`config.mk`:
```
export PLATFORM = sky130hd
export DESIGN_NAME = cmp_16b_sweep
export DESIGN_NICKNAME = d
export VERILOG_FILES = /design/src/rtl/cmp_16b_sweep.sv
export SDC_FILE = /design/constraint.sdc
export NUM_CORES = 1
export LEC_CHECK = 0
export CAP_MARGIN = 20
export CORE_MARGIN = 3
export CORE_UTILIZATION = 50
export CTS_CLUSTER_DIAMETER = 50
export DETAILED_ROUTE_END_ITERATION = 12
export HOLD_SLACK_MARGIN = 0.12
export PLACE_DENSITY = 0.77
export REMOVE_ABC_BUFFERS = 1
export SLEW_MARGIN = 10
export SYNTH_ARGS = -nofsm -noshare
export SYNTH_HDL_FRONTEND = slang
export SYNTH_SLANG_ARGS = --single-unit
```
`constraint.sdc`:
```
create_clock -name clk -period 3.19 [get_ports clk]
set_input_delay 0.957 -clock clk [delete_from_list [all_inputs] [get_ports clk]]
set_output_delay 0.957 -clock clk [all_outputs]
set_load 0.02 [all_outputs]
```
`src/rtl/cmp_16b_sweep.sv`:
```
// -----------------------------------------------------------------------------
// cmp_16b_sweep
//
// Exhaustive sweep tester for an external 16-bit magnitude comparator. The
// block walks every operand pair (a, b) from (0, 0) up to (A_MAX, B_MAX),
// b varying fastest. Each pair is held for SETTLE_CYC cycles so the
// comparator can settle. The flags are then checked for one cycle against
// the unsigned compare of the registered operands. Mismatches are counted,
// saturating at 16'hFFFF, and the first failing pair is recorded.
//
// Parameters
//   A_MAX      : last value of operand a (inclusive)
//   B_MAX      : last value of operand b (inclusive)
//   SETTLE_CYC : cycles each pair is held before sampling (1..255)
//
// Ports
//   clk          in   rising-edge clock
//   rst_n        in   asynchronous active-low reset
//   start        in   sweep request, honoured only in IDLE and DONE
//   a_is_equal   in   comparator equal flag
//   a_is_greater in   comparator greater flag
//   a_is_smaller in   comparator smaller flag
//   a, b         out  operands driven to the comparator
//   busy         out  high while settling or checking
//   done         out  high while the finished result is held
//   pass         out  done with no mismatches
//   err_cnt      out  saturating mismatch count
//   first_err_a  out  operand a of the first mismatching pair
//   first_err_b  out  operand b of the first mismatching pair
//
// Build option
//   CMP_SWEEP_STOP_ON_ERR_EN : when defined, the first mismatch ends the
//   sweep immediately, with the failing pair left on a/b. When undefined,
//   the sweep always runs to (A_MAX, B_MAX).
// -----------------------------------------------------------------------------
module cmp_16b_sweep #(
  parameter logic [15:0] A_MAX      = 16'hFFFF,
  parameter logic [15:0] B_MAX      = 16'hFFFF,
  parameter int unsigned SETTLE_CYC = 2
) (
  input  logic        clk,
  input  logic        rst_n,
  input  logic        start,
  input  logic        a_is_equal,
  input  logic        a_is_greater,
  input  logic        a_is_smaller,
  output logic [15:0] a,
  output logic [15:0] b,
  output logic        busy,
  output logic        done,
  output logic        pass,
  output logic [15:0] err_cnt,
  output logic [15:0] first_err_a,
  output logic [15:0] first_err_b
);

  typedef enum logic [1:0] {
    IDLE,
    SETTLE,
    CHECK,
    DONE
  } state_t;

  // The settle counter runs 0 .. SETTLE_CYC-1, so SETTLE lasts exactly
  // SETTLE_CYC cycles.
  localparam logic [7:0] SETTLE_LAST = 8'(SETTLE_CYC - 1);

`ifdef CMP_SWEEP_STOP_ON_ERR_EN
  localparam bit STOP_ON_ERR = 1'b1;
`else
  localparam bit STOP_ON_ERR = 1'b0;
`endif

  state_t      state;
  state_t      state_next;
  logic [7:0]  settle_cnt;
  logic [2:0]  flags_expected;
  logic [2:0]  flags_observed;
  logic        mismatch;
  logic        launch;
  logic        last_pair;
  logic        settle_end;

  // The reference is taken from the registered operands, so it is exactly
  // the value the comparator has been looking at during SETTLE.
  assign flags_expected = {a == b, a > b, a < b};
  assign flags_observed = {a_is_equal, a_is_greater, a_is_smaller};
  // A full-vector compare also catches zero-hot and multi-hot patterns.
  assign mismatch       = (state == CHECK) && (flags_observed != flags_expected);
  assign launch         = start && ((state == IDLE) || (state == DONE));
  assign last_pair      = (a == A_MAX) && (b == B_MAX);
  assign settle_end     = (state == SETTLE) && (settle_cnt == SETTLE_LAST);

  // Status outputs are decoded from the state, so reset clears them
  // immediately.
  assign busy = (state == SETTLE) || (state == CHECK);
  assign done = (state == DONE);
  assign pass = done && (err_cnt == 16'd0);

  // State register.
  always_ff @(posedge clk or negedge rst_n) begin
    if (!rst_n) begin
      state <= IDLE;
    end else begin
      state <= state_next;
    end
  end

  // Next-state logic. start is ignored while busy because SETTLE and CHECK
  // never look at it.
  always_comb begin
    state_next = state;
    unique case (state)
      IDLE: begin
        if (start) state_next = SETTLE;
      end
      SETTLE: begin
        if (settle_end) state_next = CHECK;
      end
      CHECK: begin
        if (last_pair || (STOP_ON_ERR && mismatch)) begin
          state_next = DONE;
        end else begin
          state_next = SETTLE;
        end
      end
      DONE: begin
        if (start) state_next = SETTLE;
      end
      default: state_next = IDLE;
    endcase
  end

  // Operand, settle counter and error bookkeeping registers.
  // In DONE nothing below is written, so the result holds until start or reset.
  always_ff @(posedge clk or negedge rst_n) begin
    if (!rst_n) begin
      a           <= 16'd0;
      b           <= 16'd0;
      settle_cnt  <= 8'd0;
      err_cnt     <= 16'd0;
      first_err_a <= 16'd0;
      first_err_b <= 16'd0;
    end else if (launch) begin
      a           <= 16'd0;
      b           <= 16'd0;
      settle_cnt  <= 8'd0;
      err_cnt     <= 16'd0;
      first_err_a <= 16'd0;
      first_err_b <= 16'd0;
    end else if (state == SETTLE) begin
      // The counter is cleared on its way out, so the next pair's SETTLE
      // starts at zero.
      settle_cnt <= settle_end ? 8'd0 : settle_cnt + 8'd1;
    end else if (state == CHECK) begin
      if (mismatch) begin
        if (err_cnt != 16'hFFFF) begin
          err_cnt <= err_cnt + 16'd1;
        end
        if (err_cnt == 16'd0) begin
          first_err_a <= a;
          first_err_b <= b;
        end
      end
      // With early stop, a failing pair stays on a/b. On the last pair,
      // both operands stay put as the sweep ends.
      if (!(STOP_ON_ERR && mismatch)) begin
        if (b != B_MAX) begin
          b <= b + 16'd1;
        end else if (a != A_MAX) begin
          b <= 16'd0;
          a <= a + 16'd1;
        end
      end
    end
  end

endmodule

```
## Yosys cells after proc, flatten, opt, wreduce, memory -nomap -nowiden

Index checks and enable logic that the tools add are counted.

| storage, ports and cells | value |
|---|---|
| register bits | 90 |
| input bits | 6 |
| output and inout port bits | 83 |
| logic and storage cells | 82 |

| operators by class | value |
|---|---|
| add/subtract/negate cells | 4 |
| magnitude comparators | 2 |
| equal/unequal tests | 15 |
| multiplexer cells | 32 |
| reduce and logical (&&, ||, !) cells | 22 |

Operators by type and width:

| cell | number |
|---|---|
| 2-to-1 mux 16 bit | 25 |
| adder 16 x 1 -> 16 bit, second input constant | 3 |
| inequality test 16 bit, second input constant | 3 |
| == test 16 bit, second input constant | 2 |
| 2-to-1 mux 8 bit | 3 |
| == test 16 bit | 1 |
| > comparator 16 bit | 1 |
| zero test 16 bit | 1 |
| less-than comparator 16 bit | 1 |
| AND reduction 4 bit | 3 |
| nonzero test 2 bit | 6 |
| adder 8 x 1 -> 8 bit, second input constant | 1 |
| == test 8 x 1 -> 1 bit, second input constant | 1 |
| 2-to-1 mux 2 bit | 3 |
| inequality test 2 bit, second input constant | 3 |
| one-hot mux 2 bit (3 select lines) | 1 |
| logical AND 1 bit | 5 |
| == test 2 bit, second input constant | 2 |
| inequality test 3 bit | 1 |
| AND reduction 3 bit | 1 |
| nonzero test 3 bit | 1 |
| == test 2 x 1 -> 1 bit, second input constant | 1 |
| zero test 2 bit | 1 |
| logical OR 1 bit | 2 |
| other kinds (3) | 3 |

## Depth between registers and ports, before layout

| depth | value |
|---|---|
| depth after elaboration | 7 |
| gate-level depth with buffers | 10 |
| mapped depth without buffers | 9 |

## Worst setup path before layout

Ideal clock, no wire load.

| timing | value |
|---|---|
| path kind | reg2reg |
| start | reg b[7] |
| end | reg err_cnt[2] |
| setup time | 94 ps |
| data arrival time | 2715 ps |
| required time | 3096 ps |
| path slack | 381 ps |
| stages on the path, launching flop included | 11 |
| buffers on the path | 1 |
| period minus slack after synthesis | 2809 ps |
| path through | dfrtp_1 -> inv_1 -> ha_1 -> a21oi_1 -> o21ai_0 -> a221oi_1 -> nor3b_1 -> mux2i_1 -> clkbuf_1 -> nor2_1 -> a211oi_1 |

| between the ends | value |
|---|---|
| cells in the longest elaborated chain, start to end | 5 |
| elaborated cells on any way between the ends | 7 |
| those cells by class | order compare: 2; eq/ne: 2; reduce/logical: 3 |

Ends and longest elaborated chain:

| what | RTL line | source |
|---|---|---|
| start, declared | 48 | `output logic [15:0] b,` |
| start signal, assigned | 169 | `b <= b + 16'd1;` |
| less-than comparator 16 bit (tied with other cells) | 86 | `assign flags_expected = {a == b, a > b, a < b};` |
| inequality test 3 bit * | 89 | `assign mismatch = (state == CHECK) && (flags_observed != flags_expected);` |
| logical AND 1 bit * | 89 |  |
| nonzero test 2 bit (no line) * | - |  |
| AND reduction 4 bit (no line) * | - |  |
| end signal, assigned | 158 | `err_cnt <= err_cnt + 16'd1;` |
| end, declared | 52 | `output logic [15:0] err_cnt,` |

Every way passes the cells marked *; elsewhere a longest branch is shown, timed or not.
A chain may end at the register's enable or synchronous reset.

## Worst setup path after layout

| timing | value |
|---|---|
| start | reg b[0] |
| end | reg a[5] |

| between the ends | value |
|---|---|
| cells in the longest elaborated chain, start to end | 3 |

Ends and longest elaborated chain:

| what | RTL line | source |
|---|---|---|
| inequality test 16 bit | 168 | `if (b != B_MAX) begin` |
| inequality test 2 bit (no line) | - |  |
| AND reduction 4 bit (no line) | - |  |
| end signal, assigned | 172 | `a <= a + 16'd1;` |
| end, declared | 47 | `output logic [15:0] a,` |

Every way passes these cells.

==> flow_summary.yaml <==
run_status:
  outcome: "complete, no violations"
floorplanning:
  core_area_mm2: 0.00937
  num_io_pins: 89
  std_cell_rows: 35
  dieArea_mm2: 0.0110
  initial_core_util_pct: 52.0
  fp.dieW_um: 105
  die_h_um: 105
sta:
  whs_ns: 0.491
  period_needed_ns: 3.03
  finalMaxSlewViolations: 0
  hold_viol_final: 0
  slew_headroom_pct: 53.5
  rsz0062_at_grt: "false"
  clock_skew_ns: 0.00996
  max_freq_mhz: 330
  setup_ws_ns: 0.158
  finalCritPeriodShare_pct: 95.0
  timing.final.setup_violations: 0
  worst_pin_slew_ns: 0.690
route:
  drt-wirelength-per-cell_um: 17.7
  drt_iter0_markers: 293
  ant_nets: 0
  vias: 4523
  dr.pass1.iters: 5
  drt_wl_total_mm: 13.2
  via_per_inst: 6.04
  post-route-drc-count: 0
clock_tree:
  cts_num_sinks: 90
  cts_tree: "yes"
  clockBufferDepth: 2
  numCtsBuffers: 9
  clock_latency_ns: 0.36
  postCtsSetupBuffers: 0
  clockRootBuffer: "clkbuf_8"
  clk_pin_slew_ns: 0.09
  htreeDepth: 3
layout:
  mostFrequentLayoutCells: "dfrtp_1, clkdlybuf4s50_1, nor2_1, nand2_1, o21ai_0"
  n_antenna_cell: 0
  drive_gt1_share_pct: 8.71
  layout_commonest_cell: "dfrtp_1"
  nets: 647
  post-route-util_pct: 67.2
  nFillCells: 765
  stdcell_count: 749
  syn2layout_area_growth_pct: 29.2
pwr:
  vdd.ir_drop.worst_v: 0.000616
  p_leak_uw: 0.00264
  power_uw: 4500
  power_density_mw_per_mm2: 715
synthesis:
  yosys.area.top_type: "dfrtp_1"
  synth_area_mm2: 0.00487
  ys_ff_latch: 90
  synthArstFlopShare_pct: 100
  syn-instance-count: 508
  ys_seq_area_share_pct: 46.2
  avgSynthCellArea_um2: 9.60
  synth_top_flop_cell: "dfrtp_1"
  synth_top_cell_area_share_pct: 46.2
  ys_warn_count: 0
  ys_top_cells_by_area: "dfrtp_1, ha_1, a22o_1"
  yosys.cell_types.count: 53
  synth_edf_count: 0
global_route:
  grt_pass1_vias: 4514
  grt_remaining_overflow: 0
  grt_use_total_pct: 24.9
  antenna_found_initial: 0
  grt_pass1_wl_mm: 22.4
  grt_start_max_net_pins: 46
place:
  dp.cells: 733
  place_ws_ns: 0.185
  gp_congestion: 0.947
  io_buffers: 88
  hpwl_mm: 9.52
critical_path:
  reg2reg_from: "b[0]$_DFFE_PN0P_"
  r2r_cells: 7
  cp-endpoint: "a[5]$_DFFE_PN0P_"
  cp_max_fo: 18
  worst_setup_path_start_kind: "flop"
  startpoint: "b[0]$_DFFE_PN0P_"
  crit_path_end_kind: "flop"
  ff2ff_setup_slack_ns: 0.16
  path_class: "reg2reg"
  worstReg2RegEnd: "a[5]$_DFFE_PN0P_"
  worstPathArrival_ns: 3.32
  critPathRequiredTime_ns: 3.47
flow_run:
  timing.max_cap.violations: 0
worst_hold_path:
  hold_path_depth: 1
  holdCritPathClass: "reg2reg"
-- cell type report --
cell class	instances	area [um^2]	share of cell area [%]
clock inverters	6	88.8	1.41
multi-input cells	371	2440	38.7
well taps	129	161	2.56
inverters	30	113	1.79
flip-flops and latches	90	2250	35.8
repair buffers	113	1110	17.6
clock buffers	10	138	2.19
-- repair_timing --
item	4_1_cts	5_1_grt
hold buffers	0	0
setup endpoints to repair	0	7
resized for setup	0	2
-- state kept, by name, indices dropped and copies added, names as in the netlist --
register / flops
a: 16
b: 16
err_cnt: 16
first_err_a: 16
first_err_b: 16
settle_cnt: 8
state: 2
-- routing by layer --
metal  global-route usage [%]  routed length, um  vias to the layer above
met5                        0                  0                        -
met4                     8.43                359                        0
met3                     4.63                989                       43
met2                     41.6               6270                      216
met1                     32.7               5620                     2173
li1                         -                  -                     2091
-- through the flow --
step | setup TNS, ns | cell area [um^2]
after global placement | 0 | 6070
after floorplan | -7.14 | 4790
after global routing | 0 | 6300
final | 0 | 6300
after CTS | 0 | 6290
after detailed placement | 0 | 6070
-- where the power goes --
group          internal (uW)  switching, uW
combinational            792           1340
sequential              1310            180
clock                    464            410
-- logic make-up (layout without fill, tap and decap cells) --
family	after synthesis	after routing	share of synthesized area, %
AND/OR/NAND/NOR	188	188	19.6
AO/OA/AOI/OAI	138	138	20.0
flip-flops	90	90	46.2
buffers and inverters	47	159	3.95
adder cells (fa/ha/maj)	26	26	6.67
XOR/XNOR	17	17	3.05
multiplexers	2	2	0.436
-- synth_stat cells (2+ instances only) --
cell and instances:
and4_1 5, nor4_2 2, a22o_1 32, nor2b_1 3
nand2_1 47, a21oi_1 16, and3_1 4, o31ai_1 15
xnor2_1 14, nor3_2 3, a31oi_1 6, inv_1 30
nor2_1 47, nand3_1 30, nor3_1 11, o21ai_0 37
buf_2 7, ha_1 26, dfrtp_1 90, or4_1 2
o311ai_0 7, a211oi_1 3, o21bai_1 3, xor2_1 3
nor4_1 5, nand4_1 13, o21ai_1 2, a21o_1 2
or3_1 4, clkbuf_1 9, nor4b_1 3, and2_1 3
o211ai_1 4
-- worst min-delay path by stage --
stage,start,end
after CTS,settle_cnt[7]$_DFFE_PN0P_,settle_cnt[7]$_DFFE_PN0P_
after detailed placement,settle_cnt[7]$_DFFE_PN0P_,settle_cnt[7]$_DFFE_PN0P_
after global placement,settle_cnt[7]$_DFFE_PN0P_,settle_cnt[7]$_DFFE_PN0P_
final,settle_cnt[7]$_DFFE_PN0P_,settle_cnt[7]$_DFFE_PN0P_
after global routing,settle_cnt[7]$_DFFE_PN0P_,settle_cnt[7]$_DFFE_PN0P_
after floorplan,settle_cnt[7]$_DFFE_PN0P_,settle_cnt[7]$_DFFE_PN0P_
-- critical path, stage by stage, from the launching register on --
cell and delay, ns:
dfrtp_1 0.52, ha_1 0.27, nand3_2 0.14, or4_1 0.72, a311oi_4 0.49, o21ai_4 0.24
or3_1 0.40, a21oi_1 0.16
Power figures use the tool's default switching activity.
